[src/rtl/sub_32bit_seq.sv]
// rtl/sub_32bit_seq.sv - multi-cycle chunked subtractor (a - b) with borrow/overflow/zero flags
// Define SUB_SATURATE_EN to clamp the result to the signed range on overflow.
module sub_32bit_seq #(
    parameter int WIDTH = 32,
    parameter int CHUNK = 8
) (
    input  logic             clk,
    input  logic             rst_n,
    input  logic             start,
    input  logic [WIDTH-1:0] a,
    input  logic [WIDTH-1:0] b,
    output logic             busy,
    output logic             done,
    output logic [WIDTH-1:0] diff,
    output logic             borrow,
    output logic             overflow,
    output logic             zero
);
    localparam int N  = WIDTH / CHUNK;
    localparam int IW = (N > 1) ? $clog2(N) : 1;
    localparam logic [IW-1:0] LAST_IDX = IW'(N - 1);

    typedef enum logic [1:0] {S_IDLE, S_RUN, S_DONE} state_t;

    state_t           state_q, state_d;
    logic [WIDTH-1:0] a_q, a_d, b_q, b_d;
    logic [WIDTH-1:0] work_q, work_d;
    logic [IW-1:0]    idx_q, idx_d;
    logic             carry_q, carry_d;
    logic [WIDTH-1:0] diff_q, diff_d;
    logic             borrow_q, borrow_d;
    logic             ovf_q, ovf_d;
    logic             zero_q, zero_d;

    logic [CHUNK-1:0] a_sl, b_sl;
    logic [CHUNK:0]   sum;
    logic             ovf_now;
    logic [WIDTH-1:0] result;

    // One slice of a + ~b + carry; work_d already holds the slice just computed.
    always_comb begin
        a_sl   = a_q[int'(idx_q)*CHUNK +: CHUNK];
        b_sl   = b_q[int'(idx_q)*CHUNK +: CHUNK];
        sum    = {1'b0, a_sl} + {1'b0, ~b_sl} + {{CHUNK{1'b0}}, carry_q};
        work_d = work_q;
        if (state_q == S_RUN) begin
            work_d[int'(idx_q)*CHUNK +: CHUNK] = sum[CHUNK-1:0];
        end
        ovf_now = (a_q[WIDTH-1] != b_q[WIDTH-1]) && (work_d[WIDTH-1] != a_q[WIDTH-1]);
`ifdef SUB_SATURATE_EN
        if (ovf_now) begin
            result = a_q[WIDTH-1] ? {1'b1, {(WIDTH-1){1'b0}}} : {1'b0, {(WIDTH-1){1'b1}}};
        end else begin
            result = work_d;
        end
`else
        result = work_d;
`endif
    end

    always_comb begin
        state_d  = state_q;
        a_d      = a_q;
        b_d      = b_q;
        idx_d    = idx_q;
        carry_d  = carry_q;
        diff_d   = diff_q;
        borrow_d = borrow_q;
        ovf_d    = ovf_q;
        zero_d   = zero_q;
        case (state_q)
            S_IDLE, S_DONE: begin
                state_d = S_IDLE;
                if (start) begin
                    a_d     = a;
                    b_d     = b;
                    idx_d   = '0;
                    carry_d = 1'b1;
                    state_d = S_RUN;
                end
            end
            S_RUN: begin
                carry_d = sum[CHUNK];
                idx_d   = idx_q + 1'b1;
                if (idx_q == LAST_IDX) begin
                    idx_d    = '0;
                    diff_d   = result;
                    borrow_d = ~sum[CHUNK];
                    ovf_d    = ovf_now;
                    zero_d   = (result == '0);
                    state_d  = S_DONE;
                end
            end
            default: state_d = S_IDLE;
        endcase
    end

    always_ff @(posedge clk or negedge rst_n) begin
        if (!rst_n) begin
            state_q  <= S_IDLE;
            a_q      <= '0;
            b_q      <= '0;
            work_q   <= '0;
            idx_q    <= '0;
            carry_q  <= 1'b0;
            diff_q   <= '0;
            borrow_q <= 1'b0;
            ovf_q    <= 1'b0;
            zero_q   <= 1'b0;
        end else begin
            state_q  <= state_d;
            a_q      <= a_d;
            b_q      <= b_d;
            work_q   <= work_d;
            idx_q    <= idx_d;
            carry_q  <= carry_d;
            diff_q   <= diff_d;
            borrow_q <= borrow_d;
            ovf_q    <= ovf_d;
            zero_q   <= zero_d;
        end
    end

    assign busy     = (state_q == S_RUN);
    assign done     = (state_q == S_DONE);
    assign diff     = diff_q;
    assign borrow   = borrow_q;
    assign overflow = ovf_q;
    assign zero     = zero_q;
endmodule
[config.mk]
export PLATFORM = sky130hd
export DESIGN_NAME = sub_32bit_seq
export DESIGN_NICKNAME = d
export VERILOG_FILES = /design/src/rtl/sub_32bit_seq.sv
export SDC_FILE = /design/constraint.sdc
export NUM_CORES = 1
export LEC_CHECK = 0
export CAP_MARGIN = 20
export CORE_MARGIN = 4
export CORE_UTILIZATION = 57
export CTS_CLUSTER_SIZE = 12
export DETAILED_ROUTE_END_ITERATION = 7
export GPL_ROUTABILITY_DRIVEN = 1
export MAX_ROUTING_LAYER = met4
export PLACE_DENSITY = 0.85
export SETUP_SLACK_MARGIN = 0.3
export SLEW_MARGIN = 25
export SYNTH_ARGS = -nofsm -noshare
export SYNTH_HDL_FRONTEND = slang
export SYNTH_SLANG_ARGS = --single-unit
[constraint.sdc]
create_clock -name clk -period 8.8 [get_ports clk]
set_input_delay 2.2 -clock clk [delete_from_list [all_inputs] [get_ports clk]]
set_output_delay 2.2 -clock clk [all_outputs]
set_load 0.005 [all_outputs]
==> metrics.txt <==
hold path startpoint diff[16]$_DFFE_PN0P_; antenna viol nets, final 0; max-cap viol count 0; Final min period 3.952 ns; top post-synthesis cells by area dfrtp_1 (56%), mux2_2 (14%), mux4_2 (6.0%); Power Total 3.365 mW; Worst Skew 0.008647 ns; reg2reg setup slack 4.90 ns; P per Cell Area 433.6 nW/µm²; drt wl/cell 18.35 µm; Die ar. 12280 µm²; Starting DRT DRC Count 246; I/O Buffers 103; fin crit share 44.90%; Yosys top cell by area dfrtp_1; Syn-to-layout area delta 28.78%; Post CTS Setup Buffer Count 0; Worst Path Required 6.60 ns; cts repair resizes 0; Rows 37; initial antenna violation count 0; total CTS buffers 17; post-synthesis register bit count 136; Seq/Total Area, Yosys 56.48%; Reg2Reg Depth 14; RSZ-0062 raised after global routing false; hold path depth 2; first-pass detailed-route iteration total 5; Cell Area, Synth 6026 µm²; syn_nets 560; Comb pwr share 49.6%; commonest non-fill, non-tap cell in the layout dfrtp_1; Post-CTS Hold Fix Bufs 0; FF/Latch Area 3403 µm²; critical path class flip-flop to output pin; share of the synthesized area in the top cell type 56.48%; Clock Sinks 136; Critical Path Max Stage Delay 0.51 ns; layout cell share with drive strength beyond 1 22.78%; Core ar. 10320 µm²; Hold EP diff[16]$_DFFE_PN0P_; multi-input logic area 2442 µm²; share of power burned in registers 30.9%; Vias 4195; clk_lat worst skew 0.52 ns; Worst VDD drop 0.2666 mV; CTS max path bufs 2; Netlist cell types 50; Final Hold Fails 0; CP Max Fanout 9; Setup TNS 0 ns; Reg clk slew, reported paths 0.06 ns; fin nets 667; r2r endpoint zero$_DFFE_PN0P_; Clk pwr share 19.6%; worst slack, placed 4.837 ns; FILL cells 664; Avg Inst Size Synth 12.61 µm²; first-pass GRT wire length 22.39 mm; hpwl dp 9.378 mm; pin count of the biggest net entering global routing 86; commonest non-fill, non-tap cells in the layout dfrtp_1 (136), clkdlybuf4s50_1 (102), mux2_2 (73); DRC 0; Starting Density 58.37%; EDFF count, synth 0; aggregate global-route resource usage 23.59%; worst-path cell chain nand2b_4 > inv_4 > clkdlybuf4s50_1; critical path data arrival time 1.75 ns; Pint 2.070 mW; # IOs 104; Max Slew Vio Count 0; final setup margin 4.848 ns; Root Buffer clkbuf_8; vias in the first global route 4491; Setup Viol. Count Final 0; number of vias per cell 5.723; post-synthesis cell count 478; Warnings, synthesis 0; final WL 13.45 mm; Critical R2R Launch idx_q[0]$_DFFE_PN0P_; sw frac 38.47%; CP Capture Type output pin; nature of the critical path startpoint flip-flop; gp weighted congestion 0.8907; Fmax achieved 253.1 MHz; Least-Margin Pin Slew 0.7701 ns; total gr overflow 0; Hold Path Class flip-flop to flip-flop; DIE WIDTH 110.8 µm; Leak 3.495 nW; Ant. Diodes 0; ys async rst share 100.0%; Sw Pwr 1.294 mW; most used flip-flop cell after synthesis dfrtp_1; # H-tree levels 4; CTS tree yes; height of the die 110.8 µm; slew margin rel. 48.34%; outcome finished clean; slowest CP cell clkdlybuf4s50_1
==> registers in the layout, summed over array words and instances (netlist names) <==
register  flops
a_q          32
b_q          32
borrow        1
carry_q       1
diff         32
idx_q         2
overflow      1
state_q       2
work_q       32
zero          1
==> critical path: cells and delay by family, from the launching register on <==
kind,cells,cell delay (ns)
flip-flops,1,0.49
AND/OR/NAND/NOR,1,0.11
buffers and inverters,2,0.63
==> layer usage <==
metal,wire length [µm],global-route usage [%],up-vias
met4,303,8.046,0
met1,5333,27.65,2093
met3,922,5.950,35
met5,0,-,-
met2,6893,39.89,167
li1,-,-,1900
==> cell type report <==
| cell class | count | area share, % |
|---|---|---|
| Multi-Input combinational cell | 292 | 31.47 |
| Tap cell | 136 | 2.193 |
| Clock inverter | 6 | 0.8384 |
| Clock buffer | 25 | 6.369 |
| Sequential cell | 136 | 43.86 |
| Inverter | 30 | 1.483 |
| Timing Repair Buffer | 108 | 13.79 |
==> cell families after synthesis <==
logic type / after synthesis / share of synthesized area (%)
XOR/XNOR: 3 / 0.4361
adder cells (fa/ha/maj): 15 / 3.364
buffers and inverters: 50 / 3.260
AND/OR/NAND/NOR: 116 / 9.012
multiplexers: 89 / 19.62
AO/OA/AOI/OAI: 69 / 7.828
flip-flops: 136 / 56.48
==> worst max-delay path by stage <==
stage | slack (ns) | depth (start not counted) | to | from
floorplan | 4.99 | 12 | zero$_DFFE_PN0P_ | idx_q[0]$_DFFE_PN0P_
CTS | 4.84 | 3 | busy | state_q[0]$_DFFE_PN0P_
finish | 4.85 | 3 | busy | state_q[0]$_DFFE_PN0P_
global route | 4.53 | 14 | zero$_DFFE_PN0P_ | idx_q[0]$_DFFE_PN0P_
global placement | 4.85 | 4 | b_q[23]$_DFFE_PN0P_ | start
detailed placement | 4.84 | 4 | b_q[9]$_DFFE_PN0P_ | start
==> cell usage after synthesis, types with 3 or more instances <==
cell / instances
a22o_1: 9
buf_1: 4
a21oi_1: 7
mux2_2: 73
nor3_1: 5
clkbuf_1: 11
a22oi_1: 6
nand4_1: 4
nor4_1: 6
ha_1: 13
nor2_1: 11
inv_1: 28
dfrtp_1: 136
mux4_2: 16
nor2b_1: 3
o21ai_1: 3
o31ai_1: 4
o21ai_0: 25
buf_2: 5
nand2_1: 73
==> per-stage QoR <==
stage	cell area, µm²	std cells	utilization (%)	hold WS, ns
after floorplan	6026	478	-	0.4509
after global placement	7188	702	69.63	0.4580
after detailed placement	7194	702	69.69	0.4617
after CTS	7754	733	75.11	0.4756
after global routing	7760	733	75.17	0.4851
final	7760	733	75.17	0.4694
==> power by group through the flow <==
stage               Sequential [mW]  Combinational, mW  Clock, mW
floorplan                      1.01               1.11          0
global placement               1.03               1.59          0
detailed placement             1.05               1.63          0
CTS                            1.04               1.66      0.667
global route                   1.07               1.80      0.698
finish                         1.04               1.67      0.658
Note: power is estimated with default switching activity, not from simulation.
